===== src/rtl/stripe_arbiter.sv =====
// Packet-level round-robin arbiter sharing a two-lane striping datapath between two sources.
// A granted source owns both lanes for a whole packet; its words alternate lane_0 / lane_1.
module stripe_arbiter #(
  parameter int DATA_WIDTH    = 32,
  parameter int MAX_PKT_WORDS = 16
) (
  input  logic                  clk_2f,
  input  logic                  reset,
  input  logic [DATA_WIDTH-1:0] data_in0,
  input  logic                  valid_in0,
  input  logic                  last_in0,
  output logic                  ready_out0,
  input  logic [DATA_WIDTH-1:0] data_in1,
  input  logic                  valid_in1,
  input  logic                  last_in1,
  output logic                  ready_out1,
  input  logic                  lane_ready,
  output logic [DATA_WIDTH-1:0] lane_0,
  output logic [DATA_WIDTH-1:0] lane_1,
  output logic                  valid_0,
  output logic                  valid_1,
  output logic [1:0]            grant,
  output logic                  trunc_err
);

  localparam int CW = $clog2(MAX_PKT_WORDS);
  localparam logic [CW-1:0] LAST_IDX = CW'(MAX_PKT_WORDS - 1);

  typedef enum logic [1:0] {IDLE, SEND0, SEND1} state_t;

  state_t                  state;
  logic                    sel;
  logic [CW-1:0]           word_cnt;
  logic                    rr_last;

  logic                    own_valid;
  logic                    own_last;
  logic [DATA_WIDTH-1:0]   own_data;
  logic                    xfer;
  logic                    pkt_end;

  assign ready_out0 = (state == SEND0) & lane_ready;
  assign ready_out1 = (state == SEND1) & lane_ready;

  // Mux the current owner's word; the idle state selects nothing so no transfer can occur.
  always_comb begin
    own_valid = 1'b0;
    own_last  = 1'b0;
    own_data  = '0;
    case (state)
      SEND0: begin
        own_valid = valid_in0;
        own_last  = last_in0;
        own_data  = data_in0;
      end
      SEND1: begin
        own_valid = valid_in1;
        own_last  = last_in1;
        own_data  = data_in1;
      end
      default: ;
    endcase
  end

  assign xfer    = own_valid & lane_ready;
  assign pkt_end = own_last | (word_cnt == LAST_IDX);

  always_ff @(posedge clk_2f or negedge reset) begin
    if (!reset) begin
      state     <= IDLE;
      sel       <= 1'b0;
      word_cnt  <= '0;
      rr_last   <= 1'b1;
      lane_0    <= '0;
      lane_1    <= '0;
      valid_0   <= 1'b0;
      valid_1   <= 1'b0;
      grant     <= 2'b00;
      trunc_err <= 1'b0;
    end else begin
      case (state)
        IDLE: begin
          valid_0   <= 1'b0;
          valid_1   <= 1'b0;
          trunc_err <= 1'b0;
          // rr_last names the previous winner; on contention the other source wins.
          if (valid_in0 && (!valid_in1 || rr_last)) begin
            state <= SEND0;
            grant <= 2'b01;
          end else if (valid_in1) begin
            state <= SEND1;
            grant <= 2'b10;
          end
        end
        default: begin
          if (xfer) begin
            if (sel) begin
              lane_1 <= own_data;
            end else begin
              lane_0 <= own_data;
            end
            valid_0   <= ~sel;
            valid_1   <= sel;
            sel       <= ~sel;
            word_cnt  <= word_cnt + 1'b1;
            trunc_err <= pkt_end & ~own_last;
            if (pkt_end) begin
              state    <= IDLE;
              grant    <= 2'b00;
              rr_last  <= (state == SEND1);
              sel      <= 1'b0;
              word_cnt <= '0;
            end
          end else begin
            valid_0   <= 1'b0;
            valid_1   <= 1'b0;
            trunc_err <= 1'b0;
          end
        end
      endcase
    end
  end

endmodule

===== config.mk =====
export PLATFORM = sky130hd
export DESIGN_NAME = stripe_arbiter
export DESIGN_NICKNAME = d
export VERILOG_FILES = /design/src/rtl/stripe_arbiter.sv
export SDC_FILE = /design/constraint.sdc
export NUM_CORES = 1
export LEC_CHECK = 0
export CORE_ASPECT_RATIO = 1.75
export CORE_MARGIN = 5
export CORE_UTILIZATION = 40
export CTS_CLUSTER_DIAMETER = 120
export DETAILED_ROUTE_END_ITERATION = 10
export GPL_TIMING_DRIVEN = 0
export PLACE_DENSITY = 0.76
export SLEW_MARGIN = 40
export SYNTH_ARGS = -nofsm -noshare
export SYNTH_HDL_FRONTEND = slang
export SYNTH_SLANG_ARGS = --single-unit

===== constraint.sdc =====
create_clock -name clk_2f -period 3.6 [get_ports clk_2f]
set_input_delay 0.72 -clock clk_2f [delete_from_list [all_inputs] [get_ports clk_2f]]
set_output_delay 0.72 -clock clk_2f [all_outputs]
set_load 0.02 [all_outputs]

After elaboration in Yosys (flattened, before gate mapping)
Index checks and enable logic that the tools add are counted.

operators by class
  bitwise operators = 8
  eq/ne operators = 4
  $add $sub $neg = 1
  muxes and demuxes = 16
  reductions and logical operators = 11

operator list
  operator             number
  $pmux 32 s2          1
  $reduce_and 3->1     4
  $mux 2               5
  $mux 1               7
  $add 4x1->4 const B  1
  $and 1x1->1          4
  $eq 4x4->1 const B   1
  $mux 4               1
  $pmux 1 s2           2
  $reduce_bool 2->1    2
  $ne 3x3->1 const B   1
  $not 1->1            3
  $eq 2x1->1 const B   1
  $eq 2x2->1 const B   1
  $logic_not 2->1      1
  $reduce_and 2->1     1
  $logic_and 1x1->1    1
  $logic_not 1->1      1
  $logic_or 1x1->1     1
  $or 1x1->1           1

word-level totals
  output and inout bits = 71
  flip-flop bits (word level) = 75
  input port bits = 71

Logic depth before layout (Yosys ltp)
  word-level depth = 6
  depth in mapped cells = 9

Worst setup path before layout
OpenSTA, ideal clock, no wires.

  path kind = reg-to-output
  from = register state[0]
  to = output ready_out1
  setup slack = 1.633 ns
  cell stages (with the launch flop) = 6
  path buffers = 2
  arrival time = 1.247 ns
  cell sequence = dfrtp_1 > inv_1 > ha_1 > buf_6 > buf_2 > and2_1

between the ends
  word-level cells in the longest chain between the ends = 2

RTL lines
  what                    RTL line  RTL
  from (decl)             31        state_t state;
  from (signal assigned)  70        state <= IDLE;
  from (signal assigned)  88        state <= SEND0;
  from (signal assigned)  91        state <= SEND1;
  $eq 2x2->1              43        assign ready_out1 = (state == SEND1) & lane_ready;
  $and 1x1->1             43
  to (decl)               16        output logic ready_out1,

No other way between the ends.

Worst setup path in the final report
Ends and elaborated chain as after synthesis.

==> results.sh <==
export IMPL_outcome="completed"
export IMPL_cts_max_path_buffers=2
export IMPL_rsz0062_at_grt="no"
export IMPL_end_kind="primary output"
export IMPL_via_per_inst=5.02
export IMPL_area_delta_synth_final_pct=56.8
export IMPL_r2r_start="state[0]"
export IMPL_crit_chain="inv_1 -> ha_1 -> buf_6 -> buf_2 -> and2_1 -> clkdlybuf4s50_1"
export IMPL_die_area_um2=10500
export IMPL_crit_path_start_kind="flip-flop"
export IMPL_utilization=0.640
export IMPL_hpwl_mm=8.02
export IMPL_netlist_area_um2=3390
export IMPL_port_buffers=141
export IMPL_first_global_vias=3258
export IMPL_cts_tree="done"
export IMPL_fin_cells=611
export IMPL_yosysSeqAreaShare=0.553
export IMPL_path_clk_slew_ns=0.06
export IMPL_start_util=0.408
export IMPL_drc=0
export IMPL_finalHoldViolCount=0
export IMPL_totalWireLength_mm=10.5
export IMPL_synth_edf_count=0
export IMPL_async_reset_ff_frac=1.00
export IMPL_vdd_drop_max_mv=0.521
export IMPL_cts_setup_buffers=0
export IMPL_syn_nets=413
export IMPL_drive_above_1_share=0.115
export IMPL_die_h_um=132
export IMPL_grt_antenna_before_repair=0
export IMPL_min_period_ns=2.90
export IMPL_period_share=0.805
export IMPL_layout_common_cells="140 x clkdlybuf4s50_1, 101 x nand2_1, 74 x dfrtp_1, 35 x o21ai_0, 33 x a22o_1"
export IMPL_fillers=706
export IMPL_clk_latency_ns=0.33
export IMPL_r2r_cells=7
export IMPL_vias=3066
export IMPL_r2r_end="lane_1[25]"
export IMPL_hold_path_class="primary input to async pin"
export IMPL_h_tree_depth=3
export IMPL_max_cap_violations=0
export IMPL_relSlewSlack=0.670
export IMPL_crit_type="flip-flop to primary output"
export IMPL_cts_resized=0
export IMPL_antenna_cells=0
export IMPL_finalSetupViolCount=0
export IMPL_worstPathMaxFanout=10
export IMPL_coreArea_um2=8310
export IMPL_critPathSlowestCell="clkdlybuf4s50_1"
export IMPL_reg2reg_setup_slack_ns=1.63
export IMPL_place_gp_congestion=0.815
export IMPL_crit_path_max_incr_delay_ns=0.60
export IMPL_synth_top_family_by_area="compound AO/OA/AOI/OAI gates"
export IMPL_cts_sinks=75
export IMPL_first_iter_violations=159
export IMPL_cts_root_buf="clkbuf_16"
export IMPL_die_x_um=79.6
export IMPL_drt_first_pass_iters=4
export IMPL_leakage_nw=2.30
export IMPL_synth_seq_cells=75
export IMPL_fin_nets=566
export IMPL_detail_route_antenna_nets=0
export IMPL_synth_mux_area_frac=0.00442
export IMPL_synth_fa_ha_area_frac=0.0147
export IMPL_worstMarginPinSlew_ns=0.495
export IMPL_pin_count=142
export IMPL_grt_util_all_layers=0.207
export IMPL_synthSimpleGateAreaFrac=0.147
export IMPL_power_density_nw_per_um2=761
export IMPL_row_count=44
export IMPL_synth_compound_area_frac=0.213
export IMPL_final_common_cell="clkdlybuf4s50_1"
export IMPL_finalMaxSlewViolations=0
export IMPL_worst_endpoint_required_ns=2.88
export IMPL_syn_area_per_cell_um2=10.0
export IMPL_gr_total_overflow=0
export IMPL_ctsHoldBuffers=0
export IMPL_wl_per_cell_um=17.1
export IMPL_crit_arrival_ns=2.18
export IMPL_yosys_warnings=0
export IMPL_cts_buffers=9
export IMPL_grt_max_degree=55
export IMPL_dp_cells=595
export IMPL_synth_cells=338
export IMPL_ys_flop_type="dfrtp_1"
export IMPL_synth_cell_types=28
export IMPL_skew_ns=0.00321
export IMPL_synth_xor_area_frac=0
export IMPL_grt_first_pass_wirelength_mm=16.7
export IMPL_timing_fmax_mhz=345
-- power breakdown --
part           leakage (nW)  switching (mW)  total (mW)  internal (mW)
combinational          1.12            1.06        1.84          0.786
sequential             1.01           0.131        1.18           1.05
clock                 0.169           0.327        1.02          0.693
total                  2.30            1.51        4.05           2.53
-- critical path, delay by kind of cell, from the launching register on --
kind | cells | cell delay (ns)
flip-flops | 1 | 0.41
buffers and inverters | 4 | 1.09
AND/OR/NAND/NOR | 1 | 0.17
adder cells (fa/ha/maj) | 1 | 0.16
-- flip-flops by register name, indices dropped and copies added (netlist names) --
signal and cells:
lane_0 32, lane_1 32, rr_last 1, sel 1, state 2, trunc_err 1
valid_0 1, valid_1 1, word_cnt 4
-- metal layers --
metal  GRT usage  wire length [µm]  vias up
met1       0.232              3930     1474
met2       0.368              5670      105
li1            -                 -     1461
met4       0.112               352        0
met5           0                 0        -
met3      0.0267               515       26
-- synth_stat cells (4+ instances only) --
cell,instances,share of area
clkbuf_1,5,0.0055
o21ai_2,10,0.026
ha_1,4,0.015
o21ai_1,25,0.037
buf_6,13,0.043
buf_2,7,0.010
nor2_1,4,0.0044
dfrtp_1,74,0.55
nand2_1,101,0.11
inv_1,5,0.0055
o21ai_0,35,0.052
a22o_1,33,0.085
-- layout make-up --
class / instances / area [µm²] / area share
Multi-Input combinational cell: 232 / 1290 / 0.242
Clock buffer: 11 / 243 / 0.0456
Inverter: 5 / 18.8 / 0.00353
Buffer: 26 / 208 / 0.0390
Tap cell: 115 / 144 / 0.0270
Sequential cell: 75 / 1880 / 0.353
Timing Repair Buffer: 142 / 1440 / 0.271
Clock inverter: 5 / 100 / 0.0188
-- through the flow --
step / hold slack, ns / cell area [µm²] / setup WS (ns) / power (mW) / TNS, ns
2_1_floorplan: 0.424 / 3390 / 1.63 / 2.24 / 0
3_3_place_gp: 0.461 / 4950 / -0.704 / 3.00 / -51.68
3_5_place_dp: 0.469 / 4980 / 0.910 / 3.05 / 0
4_1_cts: 0.222 / 5320 / 0.673 / 4.08 / 0
5_1_grt: 0.234 / 5320 / 0.550 / 4.27 / 0
6_report: 0.227 / 5320 / 0.701 / 4.05 / 0
-- how the worst max path moves through the flow --
stage / start / endpoint / slack, ns / cells after the start
5_1_grt: state[0] / ready_out1 / 0.55 / 6
6_report: state[0] / ready_out1 / 0.70 / 6
3_5_place_dp: lane_ready / ready_out0 / 0.91 / 3
3_3_place_gp: reset / lane_1[0] / -0.70 / 1
2_1_floorplan: state[0] / ready_out1 / 1.63 / 5
4_1_cts: state[0] / ready_out1 / 0.67 / 6
-- kinds of logic after synthesis --
logic type	count (synthesis)
muxes	1
buffers and inverters	31
DFF	75
adders and majority gates	4
AOI/OAI and AO/OA	109
and+or+nand+nor	118
No activity file was read; power rests on OpenSTA's default activity.
